File: src/rtl/btn_pkg.sv
// btn_pkg: shared sizing helpers for the button event arbiter.
// Provides the button-index width derivation and the layout of one queued
// event entry {id, rpt}, with the repeat flag in the least significant bit.
package btn_pkg;

  // Bit position of the auto-repeat flag inside a queued entry.
  localparam int RPT_BIT = 0;

  // Width of a button index; a single-bit index is kept even for tiny counts.
  function automatic int idw_of(input int n_btn);
    return (n_btn > 1) ? $clog2(n_btn) : 1;
  endfunction

  // Width of one queued event entry: index plus repeat flag.
  function automatic int entry_w(input int n_btn);
    return idw_of(n_btn) + 1;
  endfunction

endpackage

File: src/rtl/btn_filter.sv
// btn_filter: conditioning for one push-button (sync, debounce, press detect,
// pending slot). Ports: clk, rst (sync, active-low), tick (shared sample strobe),
// btn_raw (pad), grant (arbiter took the slot), held, pend, pend_rpt, drop.
// Optional feature macro AUTOREPEAT_EN adds a per-button repeat counter.
module btn_filter #(
  parameter int DB_LEN        = 4
`ifdef AUTOREPEAT_EN
  , parameter int REPEAT_START  = 64
  , parameter int REPEAT_PERIOD = 16
`endif
) (
  input  logic clk,
  input  logic rst,
  input  logic tick,
  input  logic btn_raw,
  input  logic grant,
  output logic held,
  output logic pend,
  output logic pend_rpt,
  output logic drop
);

  logic [1:0]        sync;
  logic [DB_LEN-1:0] sr;
  logic              held_prev;
  logic              press;
  logic              slot_free;
  logic              pend_next;

  assign press     = held & ~held_prev;
  // A slot granted this cycle is free again for a press arriving now.
  assign slot_free = ~pend | grant;

`ifdef AUTOREPEAT_EN
  localparam int RW = $clog2(REPEAT_START + 1);
  logic [RW-1:0] rcnt;
  logic          rpt_fire;
  logic          rpt_next;

  assign rpt_fire = held && tick && (rcnt == RW'(REPEAT_START - 1));

  // After the first repeat the counter is rewound so that the next fire
  // lands REPEAT_PERIOD ticks later, which keeps it bounded for long holds.
  always_ff @(posedge clk) begin
    if (!rst) begin
      rcnt <= '0;
    end else if (!held) begin
      rcnt <= '0;
    end else if (tick) begin
      rcnt <= rpt_fire ? RW'(REPEAT_START - REPEAT_PERIOD) : rcnt + 1'b1;
    end
  end

  always_comb begin
    pend_next = pend & ~grant;
    rpt_next  = pend_rpt;
    drop      = 1'b0;
    if (press) begin
      pend_next = 1'b1;
      rpt_next  = 1'b0;
      drop      = ~slot_free;
    end else if (rpt_fire && slot_free) begin
      // A repeat colliding with an occupied slot is discarded without ovf.
      pend_next = 1'b1;
      rpt_next  = 1'b1;
    end
  end

  always_ff @(posedge clk) begin
    if (!rst) pend_rpt <= 1'b0;
    else      pend_rpt <= rpt_next;
  end
`else
  always_comb begin
    pend_next = (pend & ~grant) | press;
    drop      = press & ~slot_free;
  end

  assign pend_rpt = 1'b0;
`endif

  always_ff @(posedge clk) begin
    if (!rst) begin
      sync      <= '0;
      sr        <= '0;
      held      <= 1'b0;
      held_prev <= 1'b0;
      pend      <= 1'b0;
    end else begin
      sync <= {sync[0], btn_raw};
      if (tick) sr <= {sr[DB_LEN-2:0], sync[1]};
      // Hysteresis: only a unanimous history moves the debounced level.
      if (&sr)       held <= 1'b1;
      else if (~|sr) held <= 1'b0;
      held_prev <= held;
      pend      <= pend_next;
    end
  end

endmodule

File: src/rtl/button_event_arbiter.sv
// button_event_arbiter: serialises debounced button presses into a queued
// ready/valid event stream. Ports: clk, rst (sync, active-low), btn_raw, held,
// evt_valid/evt_id/evt_rpt/evt_ready (event queue head), ovf (drop pulse).
// Optional feature macro AUTOREPEAT_EN enables auto-repeat events (evt_rpt=1).
module button_event_arbiter
  import btn_pkg::*;
#(
  parameter int N_BTN         = 4,
  parameter int TICK_DIV      = 18,
  parameter int DB_LEN        = 4,
  parameter int FIFO_DEPTH    = 4,
  parameter int REPEAT_START  = 64,
  parameter int REPEAT_PERIOD = 16
) (
  input  logic                       clk,
  input  logic                       rst,
  input  logic [N_BTN-1:0]           btn_raw,
  output logic [N_BTN-1:0]           held,
  output logic                       evt_valid,
  output logic [idw_of(N_BTN)-1:0]   evt_id,
  output logic                       evt_rpt,
  input  logic                       evt_ready,
  output logic                       ovf
);

  localparam int IDW = idw_of(N_BTN);
  localparam int EW  = entry_w(N_BTN);
  localparam int PW  = $clog2(FIFO_DEPTH);
  localparam int CW  = PW + 1;

  if (N_BTN < 2 || N_BTN > 8) begin : g_bad_nbtn
    $error("N_BTN must be in 2..8");
  end
  if (FIFO_DEPTH < 2 || (FIFO_DEPTH & (FIFO_DEPTH - 1)) != 0) begin : g_bad_depth
    $error("FIFO_DEPTH must be a power of two >= 2");
  end
  if (REPEAT_PERIOD < 1 || REPEAT_START < REPEAT_PERIOD) begin : g_bad_rpt
    $error("need 1 <= REPEAT_PERIOD <= REPEAT_START");
  end

  logic [TICK_DIV-1:0] tcnt;
  logic                tick;
  logic [N_BTN-1:0]    pend, pend_rpt, drop, grant;
  logic [IDW-1:0]      rr_ptr, gnt_id;
  logic [IDW:0]        sum;
  logic                gnt_vld, push, pop, push_ok;

  logic [EW-1:0]       mem [FIFO_DEPTH];
  logic [PW-1:0]       wr_ptr, rd_ptr;
  logic [CW-1:0]       count;
  logic [EW-1:0]       head;

  assign tick = &tcnt;

  for (genvar g = 0; g < N_BTN; g++) begin : g_btn
    btn_filter #(
      .DB_LEN        (DB_LEN)
`ifdef AUTOREPEAT_EN
      , .REPEAT_START  (REPEAT_START)
      , .REPEAT_PERIOD (REPEAT_PERIOD)
`endif
    ) u_filter (
      .clk      (clk),
      .rst      (rst),
      .tick     (tick),
      .btn_raw  (btn_raw[g]),
      .grant    (grant[g]),
      .held     (held[g]),
      .pend     (pend[g]),
      .pend_rpt (pend_rpt[g]),
      .drop     (drop[g])
    );
  end

  // Round-robin search: first pending index at or after rr_ptr, wrapping.
  always_comb begin
    gnt_vld = 1'b0;
    gnt_id  = '0;
    sum     = '0;
    for (int i = 0; i < N_BTN; i++) begin
      sum = {1'b0, rr_ptr} + (IDW+1)'(i);
      if (sum >= (IDW+1)'(N_BTN)) sum = sum - (IDW+1)'(N_BTN);
      if (!gnt_vld && pend[sum[IDW-1:0]]) begin
        gnt_vld = 1'b1;
        gnt_id  = sum[IDW-1:0];
      end
    end
  end

  assign pop     = evt_valid && evt_ready;
  // A full queue still accepts a push when the head leaves in the same cycle.
  assign push_ok = (count < CW'(FIFO_DEPTH)) || pop;
  assign push    = gnt_vld && push_ok;

  always_comb begin
    grant = '0;
    if (push) grant[gnt_id] = 1'b1;
  end

  assign head      = mem[rd_ptr];
  assign evt_valid = (count != '0);
  assign evt_id    = head[EW-1:1];
  assign evt_rpt   = head[RPT_BIT];

  always_ff @(posedge clk) begin
    if (!rst) begin
      tcnt   <= '0;
      rr_ptr <= '0;
      wr_ptr <= '0;
      rd_ptr <= '0;
      count  <= '0;
      ovf    <= 1'b0;
      for (int i = 0; i < FIFO_DEPTH; i++) mem[i] <= '0;
    end else begin
      tcnt <= tcnt + 1'b1;
      ovf  <= |drop;
      if (push) begin
        mem[wr_ptr] <= {gnt_id, pend_rpt[gnt_id]};
        wr_ptr      <= wr_ptr + 1'b1;
        rr_ptr      <= (gnt_id == IDW'(N_BTN - 1)) ? '0 : gnt_id + 1'b1;
      end
      if (pop) rd_ptr <= rd_ptr + 1'b1;
      case ({push, pop})
        2'b10:   count <= count + 1'b1;
        2'b01:   count <= count - 1'b1;
        default: count <= count;
      endcase
    end
  end

endmodule

File: config.mk
export PLATFORM = sky130hd
export DESIGN_NAME = button_event_arbiter
export DESIGN_NICKNAME = d
export VERILOG_FILES = /design/src/rtl/btn_pkg.sv /design/src/rtl/btn_filter.sv /design/src/rtl/button_event_arbiter.sv
export SDC_FILE = /design/constraint.sdc
export NUM_CORES = 1
export LEC_CHECK = 0
export BUFFER_PORTS_ARGS = -buffer_cell sky130_fd_sc_hd__buf_2
export CELL_PAD_IN_SITES_DETAIL_PLACEMENT = 0
export CELL_PAD_IN_SITES_GLOBAL_PLACEMENT = 1
export CORE_UTILIZATION = 42
export DETAILED_ROUTE_END_ITERATION = 16
export GPL_TIMING_DRIVEN = 0
export PLACE_DENSITY = 0.73
export REMOVE_ABC_BUFFERS = 1
export SYNTH_ARGS = -nofsm -noshare
export SYNTH_HDL_FRONTEND = slang
export SYNTH_SLANG_ARGS = --single-unit
export TNS_END_PERCENT = 100
File: constraint.sdc
create_clock -name clk -period 2.2 [get_ports clk]
set_input_delay 0.11 -clock clk [delete_from_list [all_inputs] [get_ports clk]]
set_output_delay 0.11 -clock clk [all_outputs]
set_load 0.005 [all_outputs]
==> qor.json <==
{
  "outcome": "completed",
  "swShare_pct": 21.6,
  "instances_no_fill": 434,
  "holdCritPathClass": "input port to flop",
  "crit_path_cell_trace": "nor4_4, nor2_4, inv_2, ha_2, inv_1, fa_1, xor2_1, or3_1, a21oi_1",
  "synth_largest_type_area_fraction_pct": 42.9,
  "synth-main-ff-cell": "dfxtp_1",
  "grt_overflow": 0,
  "die-area_mm2": 0.00769,
  "layout.filler_cells": 645,
  "hold-worst-slack_ps": 207,
  "synth_cells": 318,
  "via_count": 2134,
  "sum_of_internal_switching_and_leakage_power_mw": 2.45,
  "post-place-ws_ps": -542,
  "timing.critical_path.max_delay_family": "simple AND/OR/NAND/NOR gates",
  "synth.cell_area_mm2": 0.00308,
  "cts_buffer_depth": 2,
  "worst_ep_arrival_time_ps": 2410,
  "worst-path-stages": 9,
  "cts.root.buffer_cell": "clkbuf_8",
  "cp_max_fo": 6,
  "p_leak_nw": 1.39,
  "finalCritPeriodShare_pct": 98.4,
  "floorplan.rows": 30,
  "slowest_stage_delay_cp_ps": 370,
  "yosys-top-cells-count": "66 x dfxtp_1, 31 x nand2_1, 29 x nor2_1, 18 x a21oi_1, 17 x mux2i_1",
  "ir_worst_vdd_uv": 423,
  "yosysUniqueCellTypes": 44,
  "starting_density_of_the_core_pct": 44.4,
  "worst_pin_slew_ps": 709,
  "clk_pin_slew_worst_paths_ps": 80,
  "grt_start_max_net_pins": 45,
  "postLayoutSetupSlackWorst_ps": 34.4,
  "criticalPathCategory": "flop to flop",
  "dp_cells": 413,
  "required_time_of_the_critical_path_ps": 2450,
  "grt_pass1_wl_um": 8760,
  "fin_nets": 347,
  "remaining_drc_errors": 0,
  "maxCapViolCount": 0,
  "timing.slew.headroom_pct": 52.7,
  "port-buffer-count": 14,
  "yosys_warnings": 0,
  "cellPowerDensity_mw_per_mm2": 704,
  "firstDrtPassIters": 4,
  "top_level_ports": 16,
  "setup_viol_count_final": 0,
  "number_of_enable_type_register_cells_in_the_synthesized_netlist": 8,
  "ant_nets_after_route": 0,
  "netlist.top_cell.by_area": "dfxtp_1",
  "die_h_um": 87.7,
  "fp.coreArea_mm2": 0.00694,
  "fin_area_mm2": 0.00349,
  "n_antenna_cell": 0,
  "cts_htree_levels": 3,
  "cts.sinks": 74,
  "worstHoldPathCells": 4,
  "initialDrtViolationCount": 79,
  "routed_via_density": 4.92,
  "first_global_vias": 1967,
  "power_switching_mw": 0.529,
  "cpMaxStageDelayCell": "fa_1",
  "finalCoreUtilization_pct": 50.2,
  "timing.final.crit_period_ps": 2170,
  "initial_antenna_violation_count": 0,
  "synthArstFlopShare_pct": 0,
  "register_area_share_after_synthesis_pct": 50.6,
  "layout-area-overhead-vs-synth_pct": 13.1,
  "place_hpwl_um": 3250,
  "yosys-top-cells-area": "dfxtp_1 43%, edfxtp_1 7.8%, mux2i_1 5.5%",
  "die_x_um": 87.7,
  "reg2reg_depth": 9,
  "max_freq_mhz": 462,
  "final_layout_size_suffix_gt1_share_pct": 13.6,
  "cp_num_buf_inv": 2,
  "combinational_cell_fraction_of_total_power_pct": 2.2,
  "cp_launch_type": "flop",
  "routed_wl_um": 5020,
  "tritoncts.num_buffers": 9,
  "syn-mean-instance-area_um2": 9.69,
  "cp_capture_type": "flop",
  "skew_ps": 8.86,
  "power.share.clock_pct": 41.4,
  "final_max_tran_viols": 0,
  "wl_per_cell_um": 11.6,
  "intPower_mw": 1.92,
  "unrepaired_setup_endpoints_after_global_routing": "yes",
  "clock_latency_reported_for_the_late_side_of_the_worst_skew_pair_ps": 340,
  "fin_setup_tns_ps": 0,
  "groute.usage.overall_pct": 14.8,
  "gpl.final_weighted_congestion": 0.802,
  "share_of_total_power_in_sequential_cells_pct": 56.4,
  "synthMostInstantiatedCell": "dfxtp_1",
  "ys_seq_elements": 74,
  "cts_tree": "built",
  "postPlaceCellArea_mm2": 0.00319,
  "hold_fails_final_rpt": 0
}
flip-flops by register name, summed over array words and instances (netlist names), 3 cells and up, named ones only:
| name | cells |
|---|---|
| g_btn.u_filter.pend | 4 |
| g_btn.u_filter.held | 4 |
| tcnt | 18 |
| mem | 8 |
| g_btn.u_filter.sr | 16 |
| g_btn.u_filter.held_prev | 4 |
| count | 3 |
| g_btn.u_filter.sync | 8 |
cells by family (layout without fill, tap and decap cells):
family	count (synthesis)	after routing	share of synthesized area, %
muxes	19	19	6.98
xor gates and xnor gates	16	16	4.55
DFF	74	74	50.6
other	1	1	0.122
buffers and inverters	30	50	4.55
adders and majority gates	7	7	3.08
and+or+nand+nor	121	121	20.4
AOI/OAI and AO/OA	50	50	9.70
repair_timing:
action                                  4_1_cts  5_1_grt
buffers inserted                              1        0
pin swaps                                     1        2
cloned                                        0        0
endpoints found under the setup margin        2       12
hold buffers                                  4        0
hold endpoints to repair                      4        0
gates resized for setup                       6        7
power by group through the flow:
stage,sequential [mW],clock [mW],combinational (mW)
final,1.38,1.02,0.0531
after detailed placement,1.42,0,0.0479
after global routing,1.39,1.12,0.0609
after CTS,1.38,1.06,0.0539
after global placement,1.42,0,0.0470
after floorplan,1.41,0,0.0244
metal layers:
metal / routed length, µm / track usage [%]
met1: 2590 / 18.8
met2: 2240 / 23.3
met3: 146 / 3.96
met4: 40 / 7.60
met5: 0 / 0
worst min-delay path: stages:
cell     delay (ps)
buf_2           120
nor2b_4          60
o21ai_0         140
a21oi_1          60
layout make-up:
| class | instances | area [µm²] | share of cell area, % |
|---|---|---|---|
| timing repair buffer | 19 | 118 | 3.37 |
| sequential | 74 | 1560 | 44.9 |
| clock inverter | 6 | 67.6 | 1.94 |
| inverter | 15 | 60.1 | 1.72 |
| tap | 96 | 120 | 3.45 |
| multi-input combinational | 214 | 1430 | 41.0 |
| clock buffer | 10 | 128 | 3.66 |
worst paths after layout:
kind | slack, ps | end | from
max | 30 | count[2]$_SDFFE_PN0P_ | g_btn[3].u_filter.pend$_SDFF_PN0_
min | 210 | rr_ptr[1]$_SDFFE_PN0P_ | evt_ready
min reg2reg | 440 | g_btn[0].u_filter.sr[0]$_SDFFE_PN0P_ | g_btn[0].u_filter.sync[1]$_SDFF_PN0_
max reg2reg | 30 | count[2]$_SDFFE_PN0P_ | g_btn[3].u_filter.pend$_SDFF_PN0_
layout by cell type (no fill, tap or decap), types with 9 or more instances in the layout:
cell type / instances
and2_1: 14
clkbuf_8: 9
dfxtp_1: 64
mux2i_1: 17
inv_1: 13
nor2_1: 28
buf_2: 14
o21ai_0: 12
a21oi_1: 18
nand2_1: 31
xnor2_1: 10
No activity file was read; power rests on OpenSTA's default activity.
